--- config.mk ---
export PLATFORM = sky130hd
export DESIGN_NAME = adder_arbiter
export DESIGN_NICKNAME = d
export VERILOG_FILES = /design/src/rtl/adder_arbiter.sv
export SDC_FILE = /design/constraint.sdc
export NUM_CORES = 1
export LEC_CHECK = 0
export CAP_MARGIN = 20
export CORE_MARGIN = 2
export CORE_UTILIZATION = 41
export CTS_CLUSTER_SIZE = 24
export DETAILED_ROUTE_END_ITERATION = 10
export MAX_ROUTING_LAYER = met4
export PLACE_DENSITY = 0.92
export SYNTH_ARGS = -nofsm -noshare
export SYNTH_HDL_FRONTEND = slang
export SYNTH_SLANG_ARGS = --single-unit
--- constraint.sdc ---
create_clock -name clk -period 3.4 [get_ports clk]
set_input_delay 0.34 -clock clk [delete_from_list [all_inputs] [get_ports clk]]
set_output_delay 0.34 -clock clk [all_outputs]
set_load 0.02 [all_outputs]
--- src/rtl/adder_arbiter.sv ---
// Two-requester front end for a shared combinational adder: round-robin grant,
// one-cycle calculate, then hold the captured result until the consumer takes it.
module adder_arbiter #(
  parameter int WIDTH = 5
) (
  input  logic             clk,
  input  logic             rst_n,
  input  logic             req0_valid,
  input  logic [WIDTH-1:0] req0_a,
  input  logic [WIDTH-1:0] req0_b,
  output logic             req0_ready,
  input  logic             req1_valid,
  input  logic [WIDTH-1:0] req1_a,
  input  logic [WIDTH-1:0] req1_b,
  output logic             req1_ready,
  output logic [WIDTH-1:0] add_a,
  output logic [WIDTH-1:0] add_b,
  input  logic [WIDTH-1:0] add_q,
  input  logic             add_ovf,
  output logic             rsp_valid,
  output logic             rsp_id,
  output logic [WIDTH-1:0] rsp_q,
  output logic             rsp_ovf,
  input  logic             rsp_ready
);

  typedef enum logic [1:0] {IDLE, CALC, RESP} state_e;

  state_e           state_q, state_d;
  logic [WIDTH-1:0] a_q, a_d, b_q, b_d, res_q, res_d;
  logic             id_q, id_d, prio_q, prio_d, ovf_q, ovf_d, rid_q, rid_d;

  always_ff @(posedge clk or negedge rst_n) begin
    if (!rst_n) begin
      state_q <= IDLE;
      a_q     <= '0;
      b_q     <= '0;
      res_q   <= '0;
      id_q    <= 1'b0;
      prio_q  <= 1'b0;
      ovf_q   <= 1'b0;
      rid_q   <= 1'b0;
    end else begin
      state_q <= state_d;
      a_q     <= a_d;
      b_q     <= b_d;
      res_q   <= res_d;
      id_q    <= id_d;
      prio_q  <= prio_d;
      ovf_q   <= ovf_d;
      rid_q   <= rid_d;
    end
  end

  // prio_q names the requester that wins when both are valid; a lone
  // requester is granted regardless and then loses priority to the other.
  always_comb begin
    state_d    = state_q;
    a_d        = a_q;
    b_d        = b_q;
    res_d      = res_q;
    id_d       = id_q;
    prio_d     = prio_q;
    ovf_d      = ovf_q;
    rid_d      = rid_q;
    req0_ready = 1'b0;
    req1_ready = 1'b0;
    rsp_valid  = 1'b0;
    case (state_q)
      IDLE: begin
        if (req0_valid && (!req1_valid || !prio_q)) begin
          req0_ready = 1'b1;
          a_d        = req0_a;
          b_d        = req0_b;
          id_d       = 1'b0;
          prio_d     = 1'b1;
          state_d    = CALC;
        end else if (req1_valid) begin
          req1_ready = 1'b1;
          a_d        = req1_a;
          b_d        = req1_b;
          id_d       = 1'b1;
          prio_d     = 1'b0;
          state_d    = CALC;
        end
      end
      CALC: begin
        res_d   = add_q;
        ovf_d   = add_ovf;
        rid_d   = id_q;
        state_d = RESP;
      end
      RESP: begin
        rsp_valid = 1'b1;
        if (rsp_ready) state_d = IDLE;
      end
      default: state_d = IDLE;
    endcase
  end

  assign add_a   = a_q;
  assign add_b   = b_q;
  assign rsp_q   = res_q;
  assign rsp_ovf = ovf_q;
  assign rsp_id  = rid_q;

endmodule

==> results.json <==
{
  "cts-htree-levels": 1,
  "drc_errors": 0,
  "post_cts_resized": 0,
  "ys_top_cells_by_count": "dfrtp_1, mux2_2, mux2_4",
  "reg2regPathDepth": 4,
  "path_buf_inv": 3,
  "synth-edff-count": 0,
  "start_util_pct": 43.6,
  "crit_path_max_incr_delay_ps": 600,
  "routed_via_density": 4.78,
  "rsz0062_at_grt": "false",
  "synth.distinct_cells": 15,
  "yosysSeqAreaShare_pct": 54.5,
  "synthesis.area_um2": 963,
  "period_needed_ps": 2370,
  "dieArea_mm2": 0.00275,
  "ioPinCount": 51,
  "port_buffers": 50,
  "timing.rr.end": "add_a[1]$_DFFE_PN0P_",
  "cts_setup_buffers": 0,
  "crit_path_frequent_cell": "clkdlybuf4s50_1",
  "yosysTopAreaCell": "dfrtp_1",
  "grt_pass1_wl_um": 3140,
  "fin_crit_sh_pct": 69.7,
  "core-area_mm2": 0.00221,
  "cp.required_ps": 3060,
  "n_antenna_cell": 0,
  "r2r-start": "prio_q$_DFFE_PN0P_",
  "end_kind": "output port",
  "crit_family": "buffers and inverters",
  "place.gp.congestion": 0.690,
  "critPathMaxFanout": 12,
  "ant_nets": 0,
  "slew_violations": 0,
  "syn_to_final_growth_pct": 57.7,
  "drt_first_pass_iters": 3,
  "postPlaceCellArea_mm2": 0.00149,
  "grt_max_degree": 22,
  "finalSetupTns_ps": 0,
  "wirelength_um": 1960,
  "wl_per_cell_um": 13.4,
  "ctsRootBufferMaster": "clkbuf_4",
  "overflow": 0,
  "cts_tree": "built",
  "hp-start": "id_q$_DFFE_PN0P_",
  "fp.dieW_um": 52.5,
  "die_h_um": 52.5,
  "yosysWarnings": 0,
  "maxClockFrequency_ghz": 0.422,
  "maxCapViolCount": 0,
  "finalInstanceArea_mm2": 0.00152,
  "netlist.area_leader.share_pct": 54.5,
  "tightest_slew_ps": 947,
  "crit_type": "in2out",
  "status": "finished clean",
  "holdPathEnd": "id_q$_DFFE_PN0P_",
  "clk_pin_slew_ps": 120,
  "numCtsBuffers": 3,
  "cts.path.max_buffers": 2,
  "avgSynthCellArea_um2": 14.6,
  "hold_viol_final": 0,
  "synth_ff_type": "dfrtp_1",
  "vdd_drop_max_mv": 0.575,
  "slowest_stage": "clkdlybuf4s50_1",
  "power.density_mw_per_mm2": 847,
  "clk_latency_ps": 300,
  "ys_ff_latch": 21,
  "rows": 17,
  "cp_cell_sequence": "clkdlybuf4s50_1 > a21boi_2 > buf_4 > and2_2 > clkdlybuf4s50_1",
  "layout-drive-gt1-share_pct": 29.4,
  "whs_path_depth": 2,
  "cp.arrival_ps": 2030,
  "synthTopCellsByArea": "dfrtp_1, mux2_2, mux2_4",
  "cts.sinks": 21,
  "slew_headroom_pct": 36.7,
  "rrSetupSlack_ps": 1900,
  "fin_skew_ps": 6.23,
  "synth_cells": 66,
  "drtIter0Drc": 2,
  "vias": 703,
  "yosysMostFrequentCell": "dfrtp_1",
  "cp-start-kind": "input pin",
  "gr-usage-all-layers_pct": 16.4,
  "leakage_uw": 0.000646,
  "hold_class": "reg2reg",
  "grt_pass1_vias": 729,
  "final_net_count": 151,
  "ctsHoldBuffers": 0,
  "async_flop_share_pct": 100,
  "synth_nets": 97,
  "setup_viol": 0,
  "antenna_found_initial": 0
}
metrics by stage:
stage / util [%] / hold slack (ps) / power, µW / setup slack (ps) / cells
floorplan: - / 44.4 / 856 / 1990 / 66
global placement: 67.5 / 485 / 1160 / 1090 / 143
detailed placement: 67.5 / 490 / 1180 / 1020 / 143
CTS: 68.7 / 516 / 1300 / 1010 / 147
global route: 68.7 / 530 / 1370 / 972 / 147
finish: 68.7 / 515 / 1290 / 1030 / 147
area by class of cell:
type	count	area, µm²
inverters	2	7.51
fillers	170	693
multi-input cells	40	409
well taps	28	35.0
clock buffers	4	26.3
flip-flops and latches	21	526
repair buffers	52	515
state kept, by name (all words and copies together) (netlist names):
name,cells
prio_q,1
state_q,2
add_a,5
rsp_ovf,1
rsp_q,5
id_q,1
rsp_id,1
add_b,5
placed cells by master, fill, tap and decap left out, types with 2 or more instances in the layout:
master / n
a21oi_1: 2
buf_4: 2
clkbuf_4: 3
clkdlybuf4s50_1: 50
dfrtp_1: 21
inv_1: 2
mux2_2: 19
mux2_4: 8
nand2b_1: 2
nor2_1: 2
o21ai_0: 2
power breakdown:
part | leakage, µW | internal [µW] | switching (µW)
clock network | 0.0000150 | 45.6 | 74.4
registers | 0.000246 | 378 | 66.2
logic | 0.000385 | 402 | 319
metal layers:
metal	share of wire, %	vias up	routed length [µm]	global-route usage [%]
li1	-	338	-	-
met1	40	330	776	18.2
met2	51	35	999	27.7
met3	9.6	0	188	4.57
met4	0	0	0	6.41
met5	0	-	0	-
worst max-delay path by stage:
stage / startpoint / end / slack [ps] / cells past startpoint
6_report: req1_valid / req0_ready / 1030 / 5
5_1_grt: req1_valid / req0_ready / 970 / 5
4_1_cts: req1_valid / req0_ready / 1010 / 5
3_5_place_dp: req1_valid / req0_ready / 1020 / 5
3_3_place_gp: req0_valid / req0_ready / 1090 / 5
2_1_floorplan: prio_q$_DFFE_PN0P_ / add_a[2]$_DFFE_PN0P_ / 1990 / 4
worst min-delay path, stage by stage (launching register included):
cell,delay [ps]
dfrtp_1,360
a21oi_1,40
nor2_1,80
cells by family after synthesis:
family / synth area share, %
compound gates: 3.90
buf+inv: 2.99
flops: 54.5
mux: 34.7
simple gates: 3.90
No activity file was read; power rests on OpenSTA's default activity.
==> edit 1, RTL diff (same flow settings) <==
The 3 states of `state_e` get a one-hot encoding in 3 bits.
--- a/src/rtl/adder_arbiter.sv
+++ b/src/rtl/adder_arbiter.sv
@@ -25,5 +25,5 @@
 );
 
-  typedef enum logic [1:0] {IDLE, CALC, RESP} state_e;
+  typedef enum logic [2:0] {IDLE = 3'b001, CALC = 3'b010, RESP = 3'b100} state_e;
 
   state_e           state_q, state_d;
Formal check against the unedited RTL: no difference found for any inputs over 10 cycles, from zero or initial values and one cycle with rst_n low; not proved beyond that.
==> edit 1 against the original RTL <==
Area after synthesis rose by 7.0%; clock power grew 4%; setup slack worse by 0.30 ns; power increased by 11%; sequential cell count is 1 higher; critical endpoint is now req1_ready; synthesized cell count rose by 11%; utilization down 3.2 points; largest power group unchanged; cell area is 4.8% higher; critical path type is now flop to output port; global-route usage grew 2.0 points; wire length grew 29%.
==> edit 1: results <==
set metrics [dict create \
    grt_usage 0.184 \
    switchingPower_mw 0.546 \
    finClkSkew_ns 0.00939 \
    crit_arrival_ns 2.33 \
    wl_met1_um 1030 \
    inverters_excl_clock 1 \
    drive_gt1_frac 0.211 \
    grt_max_degree 23 \
    synth_compound_area_frac 0.251 \
    nNonClkBuffers 51 \
    seq_area_frac 0.347 \
    synthMuxAreaShare 0.0765 \
    comb.multi_input.count 45 \
    ir_drop_mv 0.663 \
    p_clk_frac 0.088 \
    synthTopCellsByArea "dfrtp_1, a2bb2oi_2, o32ai_1" \
    yosysUniqueCellTypes 24 \
    wl_um 2530 \
    vias 819 \
    clk_share 0.0165 \
    gr-usage-met3 0.0333 \
    drt_pass1_iterations 4 \
    p_leak_nw 0.613 \
    status "complete, no violations" \
    synth_seq_area_share 0.535 \
    syn-num-nets 104 \
    met3_length_um 157 \
    placed_cell_area_um2 1540 \
    p_seq_mw 0.488 \
    grt_pass1_vias 840 \
    numPlacedInstances 148 \
    grt_pass1_wl_um 3640 \
    synthCells 73 \
    drtIter0Drc 10 \
    wire_per_inst_um 16.6 \
    met1_usage 0.207 \
    slew_headroom 0.287 \
]
[edit 1: changes by cell type after synthesis, moves of 3 or more]
cell / delta
mux2_2: -12
o32ai_1: +10
a2bb2oi_2: +8
clkbuf_1: +3
mux2_4: -8
[edit 1: path summary, 6_finish.rpt]
path / start / endpoint / slack (ns) / depth (start not counted)
worst max-delay path: state_q[0]$_DFFE_PN1P_ / req1_ready / 0.73 / 3
worst min register to register: id_q$_DFFE_PN0P_ / id_q$_DFFE_PN0P_ / 0.50 / 1
max in group asynchronous: rst_n / state_q[0]$_DFFE_PN1P_ / 2.74 / 2
min in group clk: id_q$_DFFE_PN0P_ / id_q$_DFFE_PN0P_ / 0.50 / 1
worst min-delay path: rst_n / state_q[2]$_DFFE_PN0P_ / 0.23 / 1
worst max register to register: state_q[0]$_DFFE_PN1P_ / id_q$_DFFE_PN0P_ / 1.46 / 3
[edit 1: critical path, cell delays in order (launching register included)]
cell and delay (ns):
dfstp_2 0.58, or3b_4 0.43, nor3_1 0.34, clkdlybuf4s50_1 0.67
==> edit 2, RTL diff (same flow settings) <==
Without the edit above. Set the parameter `WIDTH` to 6 (it was 5).
--- a/src/rtl/adder_arbiter.sv
+++ b/src/rtl/adder_arbiter.sv
@@ -2,5 +2,5 @@
 // one-cycle calculate, then hold the captured result until the consumer takes it.
 module adder_arbiter #(
-  parameter int WIDTH = 5
+  parameter int WIDTH = 6
 ) (
   input  logic             clk,
Interface: changed (8 resized); port bits go from 51 to 59. The function was not compared with the original's and may differ.
==> edit 2 against the original RTL <==
Setup slack got worse by 0.011 ns; wire length rose by 40%; sequential cell count is 3 higher; sequential power increased by 16%; register-to-register slack worse by 0.05 ns; clock power rose by 72%; cell area is 17% higher; critical path depth is the same; area after synthesis is 14% higher; power up 22%; count of clock-buffer cells in the layout shrank 1; critical path type unchanged.
==> edit 2: results <==
set metrics [dict create \
    status "complete, no violations" \
    synthTopCellsByCount "dfrtp_1, mux2_2, mux2_4" \
    synthArstFlopShare 1.00 \
    layout.nets 173 \
    drive_gt1_frac 0.257 \
    grt_pass1_wl_um 4070 \
    crit_arrival_ns 2.04 \
    r2r_end "add_b[2]$_DFFE_PN0P_" \
    finClkSkew_ns 0.00303 \
    syn-num-nets 110 \
    path_clk_slew_ns 0.13 \
    synthCells 74 \
    ys_warn_count 0 \
    vias_per_cell 4.98 \
    wl_um 2750 \
    hpwl_um 2030 \
    drt_pass1_iterations 4 \
    ir_drop_mv 0.567 \
    grt_max_degree 25 \
    rrSetupSlack_ns 1.85 \
    slew_headroom 0.721 \
    antennaDiodeCount 0 \
    io_buffers 58 \
    vias 827 \
    synthTopCellsByArea "dfrtp_1, mux2_2, mux2_4" \
    fillers 178 \
    yosysUniqueCellTypes 17 \
    ctsResizeCount 0 \
    hold_class "primary input to async pin" \
    numPlacedInstances 161 \
    drtIter0Drc 10 \
    grt_usage 0.177 \
    cts_buffers 3 \
    p_leak_nw 0.757 \
    synth_seq_area_share 0.549 \
    placed_cell_area_um2 1710 \
    clk_latency_ns 0.32 \
    cp_max_fo 14 \
    gp_congestion 0.770 \
    grt_pass1_vias 862 \
]
[edit 2: how the worst max path moves through the flow]
stage	from	end	slack, ns	cells past startpoint
2_1_floorplan	prio_q$_DFFE_PN0P_	add_a[0]$_DFFE_PN0P_	1.92	4
3_3_place_gp	req0_valid	req0_ready	1.06	5
3_5_place_dp	req0_valid	req0_ready	1.02	5
4_1_cts	req0_valid	req0_ready	1.01	5
5_1_grt	req0_valid	req0_ready	0.96	5
6_report	req0_valid	req0_ready	1.02	5
[edit 2: per-stage QoR]
step	util	setup slack (ns)	hold WS (ns)
2_1_floorplan	-	1.92	0.0444
3_3_place_gp	0.682	1.06	0.474
3_5_place_dp	0.682	1.02	0.483
4_1_cts	0.703	1.01	0.513
5_1_grt	0.713	0.956	0.199
6_report	0.713	1.02	0.201
[edit 2: cells by family after synthesis]
family | count (synthesis) | share of synthesized area
buffers and inverters | 5 | 0.0263
flip-flops | 24 | 0.549
multiplexers | 32 | 0.357
AND/OR/NAND/NOR | 7 | 0.0332
AO/OA/AOI/OAI | 6 | 0.0343
[edit 2: cell type report]
class,count,share of cell area
Sequential cell,24,0.337
Timing Repair Buffer,61,0.348
Clock buffer,3,0.0126
Clock inverter,1,0.0168
Inverter,2,0.00421
Tap cell,30,0.0211
Multi-Input combinational cell,45,0.260
[edit 2: worst max-delay path, cell delays in order]
cell,delay [ns]
clkdlybuf4s50_1,0.50
a21boi_2,0.16
buf_4,0.25
and2_1,0.18
clkdlybuf4s50_1,0.61
[edit 2: where the power goes]
| group | internal (mW) | leakage, nW | switching [mW] | total [mW] |
|---|---|---|---|---|
| clock | 0.119 | 0.0279 | 0.0878 | 0.207 |
| sequential | 0.432 | 0.281 | 0.0833 | 0.516 |
| combinational | 0.457 | 0.448 | 0.385 | 0.842 |
| total | 1.01 | 0.757 | 0.556 | 1.56 |
[edit 2: metal layers]
layer  GRT usage  routed length, µm
met1       0.179               1020
met2       0.315               1470
met3      0.0535                197
met4      0.0767                 61
met5           -                  0
